--- src/rtl/delay_tdc_avg.sv ---
// Time-to-digital converter that averages 2^AVG_LOG2 from->to edge delays per batch.
// Optional wait timeout is compiled in when DELAY_TDC_TIMEOUT_EN is defined.
module delay_tdc_avg #(
    parameter int unsigned CNT_W       = 16,
    parameter int unsigned AVG_LOG2    = 2,
    parameter int unsigned TIMEOUT_CYC = 1024
) (
    input  logic             clk,
    input  logic             rst,
    input  logic             start,
    input  logic             from_in,
    input  logic             to_in,
    output logic             busy,
    output logic             out_valid,
    input  logic             out_ready,
    output logic [CNT_W-1:0] out_delay,
    output logic             out_ovf,
    output logic             out_timeout
);

    localparam int unsigned AccW = CNT_W + AVG_LOG2;
    localparam int unsigned IdxW = AVG_LOG2 + 1;
    localparam logic [IdxW-1:0] LastIdx = IdxW'((2 ** AVG_LOG2) - 1);
    localparam logic [CNT_W-1:0] CntMax = '1;

    if (CNT_W == 0 || TIMEOUT_CYC == 0) begin : g_param_check
        $error("delay_tdc_avg: CNT_W and TIMEOUT_CYC must be non-zero");
    end

    typedef enum logic [1:0] {
        StIdle,
        StWaitFrom,
        StWaitTo,
        StOutput
    } state_e;

    state_e state_q, state_d;

    // Input synchronisers and registered rising-edge detectors
    logic [1:0] from_sync_q, from_sync_d;
    logic [1:0] to_sync_q, to_sync_d;
    logic       from_prev_q, from_prev_d;
    logic       to_prev_q, to_prev_d;
    logic       from_edge_q, from_edge_d;
    logic       to_edge_q, to_edge_d;

    always_comb begin
        from_sync_d = {from_sync_q[0], from_in};
        to_sync_d   = {to_sync_q[0], to_in};
        from_prev_d = from_sync_q[1];
        to_prev_d   = to_sync_q[1];
        from_edge_d = from_sync_q[1] & ~from_prev_q;
        to_edge_d   = to_sync_q[1] & ~to_prev_q;
    end

    always_ff @(posedge clk) begin
        if (rst) begin
            from_sync_q <= '0;
            to_sync_q   <= '0;
            from_prev_q <= 1'b0;
            to_prev_q   <= 1'b0;
            from_edge_q <= 1'b0;
            to_edge_q   <= 1'b0;
        end else begin
            from_sync_q <= from_sync_d;
            to_sync_q   <= to_sync_d;
            from_prev_q <= from_prev_d;
            to_prev_q   <= to_prev_d;
            from_edge_q <= from_edge_d;
            to_edge_q   <= to_edge_d;
        end
    end

    logic [CNT_W-1:0] cnt_q, cnt_d;
    logic [AccW-1:0]  acc_q, acc_d;
    logic [IdxW-1:0]  sample_idx_q, sample_idx_d;
    logic             ovf_q, ovf_d;
    logic [CNT_W-1:0] out_delay_q, out_delay_d;
    logic             out_ovf_q, out_ovf_d;
    logic [CNT_W-1:0] cnt_inc;
    logic             waiting;
    logic             awaited_edge;
    logic             last_sample;
    logic             load_out;
    logic             tmo_hit;
    logic             abort;

    assign waiting      = (state_q == StWaitFrom) || (state_q == StWaitTo);
    assign awaited_edge = ((state_q == StWaitFrom) && from_edge_q) ||
                          ((state_q == StWaitTo) && to_edge_q);
    assign last_sample  = (sample_idx_q == LastIdx);
    assign cnt_inc      = (cnt_q == CntMax) ? CntMax : cnt_q + CNT_W'(1);
    assign load_out     = (state_q != StOutput) && (state_d == StOutput);
    assign abort        = tmo_hit && !awaited_edge;

`ifdef DELAY_TDC_TIMEOUT_EN
    localparam int unsigned TmoW = $clog2(TIMEOUT_CYC + 1);

    logic [TmoW-1:0] tmo_q, tmo_d;
    logic            tmo_flag_q, tmo_flag_d;
    logic            out_timeout_q, out_timeout_d;

    assign tmo_hit = waiting && (tmo_q == TmoW'(TIMEOUT_CYC - 1));

    // Wait counter restarts on every state change
    always_comb begin
        tmo_d = '0;
        if (waiting && (state_d == state_q)) begin
            tmo_d = tmo_q + TmoW'(1);
        end
        tmo_flag_d = tmo_flag_q;
        if ((state_q == StIdle) && start) begin
            tmo_flag_d = 1'b0;
        end
        if (abort) begin
            tmo_flag_d = 1'b1;
        end
        out_timeout_d = out_timeout_q;
        if (load_out) begin
            out_timeout_d = tmo_flag_d;
        end
    end

    always_ff @(posedge clk) begin
        if (rst) begin
            tmo_q         <= '0;
            tmo_flag_q    <= 1'b0;
            out_timeout_q <= 1'b0;
        end else begin
            tmo_q         <= tmo_d;
            tmo_flag_q    <= tmo_flag_d;
            out_timeout_q <= out_timeout_d;
        end
    end

    assign out_timeout = out_timeout_q;
`else
    assign tmo_hit     = 1'b0;
    assign out_timeout = 1'b0;
`endif

    // FSM: state register
    always_ff @(posedge clk) begin
        if (rst) begin
            state_q <= StIdle;
        end else begin
            state_q <= state_d;
        end
    end

    // FSM: next state
    always_comb begin
        state_d = state_q;
        unique case (state_q)
            StIdle: begin
                if (start) state_d = StWaitFrom;
            end
            StWaitFrom: begin
                if (from_edge_q) state_d = StWaitTo;
                else if (tmo_hit) state_d = StOutput;
            end
            StWaitTo: begin
                if (to_edge_q) state_d = last_sample ? StOutput : StWaitFrom;
                else if (tmo_hit) state_d = StOutput;
            end
            StOutput: begin
                if (out_ready) state_d = StIdle;
            end
            default: state_d = StIdle;
        endcase
    end

    // FSM: outputs
    always_comb begin
        busy      = (state_q != StIdle);
        out_valid = (state_q == StOutput);
    end

    // Datapath; the sample is cnt_inc so that adjacent-cycle edges measure 1
    always_comb begin
        cnt_d        = cnt_q;
        acc_d        = acc_q;
        sample_idx_d = sample_idx_q;
        ovf_d        = ovf_q;
        unique case (state_q)
            StIdle: begin
                if (start) begin
                    acc_d        = '0;
                    sample_idx_d = '0;
                    ovf_d        = 1'b0;
                end
            end
            StWaitFrom: begin
                if (from_edge_q) cnt_d = '0;
            end
            StWaitTo: begin
                cnt_d = cnt_inc;
                if (cnt_inc == CntMax) ovf_d = 1'b1;
                if (to_edge_q) begin
                    acc_d        = acc_q + AccW'(cnt_inc);
                    sample_idx_d = sample_idx_q + IdxW'(1);
                end
            end
            default: ;
        endcase

        out_delay_d = out_delay_q;
        out_ovf_d   = out_ovf_q;
        if (load_out) begin
            out_delay_d = abort ? CntMax : CNT_W'(acc_d >> AVG_LOG2);
            out_ovf_d   = ovf_d;
        end
    end

    always_ff @(posedge clk) begin
        if (rst) begin
            cnt_q        <= '0;
            acc_q        <= '0;
            sample_idx_q <= '0;
            ovf_q        <= 1'b0;
            out_delay_q  <= '0;
            out_ovf_q    <= 1'b0;
        end else begin
            cnt_q        <= cnt_d;
            acc_q        <= acc_d;
            sample_idx_q <= sample_idx_d;
            ovf_q        <= ovf_d;
            out_delay_q  <= out_delay_d;
            out_ovf_q    <= out_ovf_d;
        end
    end

    assign out_delay = out_delay_q;
    assign out_ovf   = out_ovf_q;

endmodule

--- config.mk ---
export PLATFORM = sky130hd
export DESIGN_NAME = delay_tdc_avg
export DESIGN_NICKNAME = d
export VERILOG_FILES = /design/src/rtl/delay_tdc_avg.sv
export SDC_FILE = /design/constraint.sdc
export NUM_CORES = 1
export LEC_CHECK = 0
export BUFFER_PORTS_ARGS = -buffer_cell sky130_fd_sc_hd__buf_2
export CAP_MARGIN = 10
export CORE_MARGIN = 4
export CORE_UTILIZATION = 35
export DETAILED_ROUTE_END_ITERATION = 8
export HOLD_SLACK_MARGIN = 0.06
export PLACE_DENSITY = 0.53
export SYNTH_ARGS = -nofsm -noshare
export SYNTH_HDL_FRONTEND = slang
export SYNTH_SLANG_ARGS = --single-unit
--- constraint.sdc ---
create_clock -name clk -period 4.45 [get_ports clk]
set_input_delay 0.445 -clock clk [delete_from_list [all_inputs] [get_ports clk]]
set_output_delay 0.445 -clock clk [all_outputs]
set_load 0.01 [all_outputs]
==> results of run 1 <==
cell families (layout without fill, tap and decap cells):
kind of cell               Yosys count  count (layout)  share of synthesized area, %
AOI/OAI and AO/OA                  140             140                         25.58
buffers and inverters               38              52                         4.307
xor gates and xnor gates            14              14                         3.247
and+or+nand+nor                    173             173                         24.22
other                                1               1                       0.09931
adders and majority gates           20              20                         6.826
muxes                                4               4                         1.259
DFF                                 65              65                         34.46
cells in the mapped netlist, drive strengths merged, types with 5 or more instances:
cell type   n
ha         19
nor2b      12
dfxtp      65
nand3      11
nand3b      8
buf         7
nor3       14
nand2b      7
o21a        9
o31ai       8
a31oi       7
a21o        6
o21ai      22
a21oi      27
nand4       5
inv        10
xnor2      12
clkbuf     21
a211oi     17
nand2      32
a22oi      19
and3        6
nor2       53
critical path, stage by stage, from the launching register on:
cell     delay (ns)
dfxtp_1        0.45
ha_1           0.31
nand3_4        0.15
nor4_4         0.43
nand2_1        0.32
nand2_1        0.19
ha_1           0.21
fa_1           0.21
a21o_1         0.14
a21oi_1        0.10
o21a_1         0.25
o41a_1         0.43
o21ai_0        0.32
a31oi_1        0.13
path summary, 6_finish.rpt:
check                               start             end  slack (ns)  cells after the start
worst max-delay path             cnt_q[0]       acc_q[16]        0.68                     13
worst min-delay path              from_in  from_sync_q[0]        0.29                      2
worst max register to register   cnt_q[0]       acc_q[16]        0.68                     13
worst min register to register  to_prev_q       to_edge_q        0.38                      1
metrics by stage:
step,power (mW),util (%),cells,instance area [um2]
after floorplan,0.6264,-,455,3776
after global placement,0.6353,37.98,589,3956
after detailed placement,0.6357,37.98,589,3956
after CTS,1.226,40.17,605,4184
after global routing,1.259,40.17,605,4184
final,1.207,40.17,605,4184
registers in the layout (all words and copies together), names as in the netlist, 2 cells and up:
signal,flops
to_sync_q,2
from_sync_q,2
out_delay,16
sample_idx_q,3
acc_q,18
state_q,2
cnt_q,16
area by class of cell:
cell class | count | area [um2]
inverter | 10 | 37.54
multi-input combinational | 352 | 2312
fill | 1091 | 6232
sequential | 65 | 1301
tap | 136 | 170.2
clock buffer | 10 | 137.6
timing repair buffer | 26 | 135.1
clock inverter | 6 | 90.09
power breakdown:
| part | internal [mW] | switching, mW | total (mW) |
|---|---|---|---|
| Clock | 0.333 | 0.253 | 0.586 |
| Sequential | 0.585 | 0.00381 | 0.588 |
| Combinational | 0.00983 | 0.0228 | 0.0326 |
| Total | 0.927 | 0.280 | 1.21 |
layer usage:
metal  part of all wire, %  up-vias
met1                    46     1578
met4                   1.1        0
li1                      -     1694
met2                    49       68
met3                   4.3        9
met5                     0        -
==> impl_metrics.json, run 1 <==
{
  "drt-initial-drc-count": 154,
  "final_cell_mix": "65 x dfxtp_1, 53 x nor2_1, 32 x nand2_1",
  "syn_inst": 455,
  "antenna_left": 0,
  "setup-violations-final": 0,
  "max_slew_margin_pct": 27.04,
  "hp-class": "input pin to flip-flop",
  "synth_top_area_share_pct": 34.46,
  "crit_arrival_ns": 3.97,
  "worst_slew_pin_slew_ns": 1.090,
  "drt_pass1_iterations": 5,
  "htree_levels": 3,
  "p_per_area_nw_per_um2": 288.5,
  "fmax_mhz": 264.9,
  "status": "complete, no violations",
  "crit_fanout": 11,
  "crit_required_ns": 4.65,
  "skew_ns": 0.01076,
  "dieArea_um2": 12510,
  "routabilityCongestion": 0.8406,
  "finalCritPeriodShare_pct": 84.82,
  "wirelength_um": 9421,
  "dieWidth_um": 111.9,
  "fin_crit_ns": 3.775,
  "hold_viol_final": 0,
  "netlist_area_um2": 3776,
  "cts_tree": "built",
  "synth_area_leader_cell": "dfxtp_1",
  "diodes": 0,
  "core_area_um2": 10420,
  "mostFrequentLayoutCell": "dfxtp_1",
  "grt_pass1_vias": 3184,
  "cts_root_buf": "clkbuf_8",
  "synth_ff_type": "dfxtp_1",
  "grt_util_met2_pct": 26.22,
  "cts_sinks": 65,
  "ios": 26,
  "cts_inserted_buffers": 9,
  "endpoint_kind": "flip-flop",
  "setup_slack_ns": 0.6753,
  "die_h_um": 111.9,
  "maxCapViolations": 0,
  "grt_util_all_layers_pct": 15.33,
  "clockBufferDepth": 2,
  "use_met3_pct": 3.750,
  "rsz0062_at_grt": "no",
  "syn_nets": 481,
  "irDropWorstVdd_mv": 0.2010,
  "grt_pass1_wl_um": 15790,
  "cts_setup_buffers": 0,
  "maxSlewViolCount": 0,
  "via_per_inst": 5.536,
  "initial_core_util_pct": 36.25,
  "rows": 37,
  "grt_util_met1_pct": 19.33,
  "pre_cts_ws_ns": 0.7123,
  "cts_hold_buf": 0,
  "area_growth_pct": 10.80,
  "grt_overflow": 0,
  "synth-seq-cells": 65,
  "final_nets": 490,
  "antenna_found_initial": 0,
  "place_hpwl_um": 6850,
  "synth-seq-area-share_pct": 34.46,
  "gr-max-usage-layer": "met2",
  "wire_per_inst_um": 15.57,
  "clock_latency_ns": 0.35,
  "whs_ns": 0.2921,
  "via_count": 3349,
  "cts.repair.resized": 0,
  "final_layout_size_suffix_gt1_share_pct": 11.73,
  "ys_async_sr_fraction_pct": 0,
  "p_leak_nw": 1.626,
  "ys_types": 65,
  "drt_drc_violations_left": 0,
  "critPathLaunchType": "flip-flop",
  "yosys_warnings": 0,
  "path_clk_slew_ns": 0.08,
  "numPortBuffers": 24,
  "tns_ns": 0,
  "synth-edff-count": 0,
  "crit_type": "flip-flop to flip-flop",
  "netlist_top_cells_area": "dfxtp_1 34%, ha_1 6.3%, nor2_1 5.3%",
  "grt_start_max_net_pins": 43,
  "synth.avg_cell_area_um2": 8.299
}
(Power assumes the default switching activity.)
==> run 2: changes to the inputs <==
- clock period: 4.45 -> 3.9 ns (I/O delays scaled with it)
==> impl_metrics.json, run 2 (same netlist as run 1, synthesis figures left out) <==
{
  "setup_slack_ns": 0.3409,
  "highest_layer": "met4",
  "die_h_um": 111.9,
  "drt_drc_violations_left": 0,
  "rows": 37,
  "tns_ns": 0,
  "endpoint_kind": "flip-flop",
  "crit_arrival_ns": 3.76,
  "routabilityCongestion": 0.8856,
  "mostFrequentLayoutCell": "dfxtp_1",
  "min_path_cells": 2,
  "hold_viol_final": 0,
  "dieArea_um2": 12510,
  "largest_reg_flops": 18,
  "grt_start_max_net_pins": 50,
  "drt_pass1_iterations": 4,
  "top_register": "acc_q",
  "grt_pass1_wl_um": 16010,
  "status": "complete, no violations",
  "htree_levels": 3,
  "worstHoldStart": "from_in",
  "area_growth_pct": 10.44,
  "cts.repair.resized": 0,
  "crit_fanout": 8,
  "antenna_found_initial": 0,
  "place_hpwl_um": 7027,
  "reg2reg_slack_ns": 0.34,
  "via_per_inst": 5.488,
  "initial_core_util_pct": 36.25,
  "cts_sinks": 65,
  "dieWidth_um": 111.9,
  "final_layout_size_suffix_gt1_share_pct": 12.05,
  "pre_cts_ws_ns": 0.3806,
  "hp-class": "input pin to flip-flop",
  "core_area_um2": 10420,
  "final_cell_mix": "65 x dfxtp_1, 53 x nor2_1, 32 x nand2_1",
  "crit_required_ns": 4.10,
  "cts_root_buf": "clkbuf_8",
  "ios": 26,
  "setup-violations-final": 0,
  "hold_path_end": "from_sync_q[0]",
  "cts_tree": "built",
  "finalCritPeriodShare_pct": 91.26,
  "skew_ns": 0.01254,
  "clock_latency_ns": 0.36,
  "maxCapViolations": 0,
  "nFillCells": 1079,
  "reg2reg_to": "out_delay[8]",
  "p_per_area_nw_per_um2": 301.4,
  "fin_util_pct": 40.04,
  "final_nets": 495,
  "drt-met1-wl_um": 4354,
  "wirelength_um": 9488,
  "path_clk_slew_ns": 0.07,
  "r2r_start": "cnt_q[0]",
  "drt-initial-drc-count": 153,
  "diodes": 0,
  "grt_util_all_layers_pct": 15.68,
  "fin_crit_ns": 3.559,
  "clockBufferDepth": 2,
  "irDropWorstVdd_mv": 0.1785,
  "route.met3.wl_um": 379,
  "maxSlewViolCount": 0,
  "cts_inserted_buffers": 9,
  "critPathLaunchType": "flip-flop",
  "numPortBuffers": 24,
  "via_count": 3342,
  "cts_hold_buf": 0,
  "rsz0062_at_grt": "no",
  "antenna_left": 0,
  "cts_setup_buffers": 0,
  "wire_per_inst_um": 15.58,
  "crit_type": "flip-flop to flip-flop",
  "worst_slew_pin_slew_ns": 1.092,
  "wl_met2_um": 4518,
  "grt_pass1_vias": 3206,
  "fmax_mhz": 281.0,
  "reg2reg_depth": 11,
  "whs_ns": 0.2452,
  "grt_overflow": 0,
  "max_slew_margin_pct": 26.96,
  "p_leak_nw": 1.632
}
[run 2: changes by cell type in the layout (fill, tap and decap cells not counted)]
cell / before / now
buf_4: 2 / 7
bufinv_16: 2 / 1
clkbuf_1: 0 / 2
clkinvlp_4: 1 / 0
inv_6: 1 / 0
clkinv_2: 1 / 3
clkinv_4: 1 / 0
clkbuf_8: 10 / 9
[run 2: layout make-up]
type / count / area (um2) / area share [%]
clock inverter: 4 / 45.04 / 1.080
clock buffer: 11 / 131.4 / 3.150
sequential: 65 / 1301 / 31.20
inverter: 10 / 37.54 / 0.9001
timing repair buffer: 31 / 172.7 / 4.140
tap: 136 / 170.2 / 4.080
multi-input combinational: 352 / 2312 / 55.45
[run 2: how the worst max path moves through the flow]
stage / startpoint / end / slack (ns) / depth (start not counted)
after floorplan: cnt_q[0] / acc_q[14] / 0.64 / 14
after global placement: cnt_q[0] / out_delay[8] / 0.41 / 13
after detailed placement: cnt_q[0] / acc_q[14] / 0.38 / 13
after CTS: cnt_q[0] / out_delay[8] / 0.36 / 11
after global routing: cnt_q[0] / out_delay[8] / 0.02 / 13
final: cnt_q[0] / out_delay[8] / 0.34 / 11
[run 2: stage by stage]
step	cells	instance area, um2	power [mW]
after floorplan	455	3776	0.7147
after global placement	594	3994	0.7246
after detailed placement	594	3994	0.7248
after CTS	609	4170	1.276
after global routing	609	4170	1.314
final	609	4170	1.257
[run 2: worst max-delay path, stage by stage, from the launching register on]
cell	delay [ns]
dfxtp_1	0.46
ha_1	0.31
nand3_4	0.15
nor4_4	0.29
buf_4	0.18
a211o_1	0.18
ha_1	0.30
a2111oi_0	0.49
o21a_1	0.31
o31ai_1	0.11
buf_4	0.16
o311ai_0	0.46
[run 2: layer usage]
metal	track usage, %	vias up
li1	-	1699
met5	0	-
met3	3.913	19
met2	25.70	55
met4	7.461	0
met1	19.22	1569
[run 2: report_power, final]
group | leakage, nW | switching (mW) | internal [mW] | total, mW
Clock | 0.0929 | 0.259 | 0.289 | 0.548
Sequential | 0.525 | 0.00428 | 0.668 | 0.672
Combinational | 1.01 | 0.0262 | 0.0112 | 0.0374
Total | 1.63 | 0.289 | 0.968 | 1.26
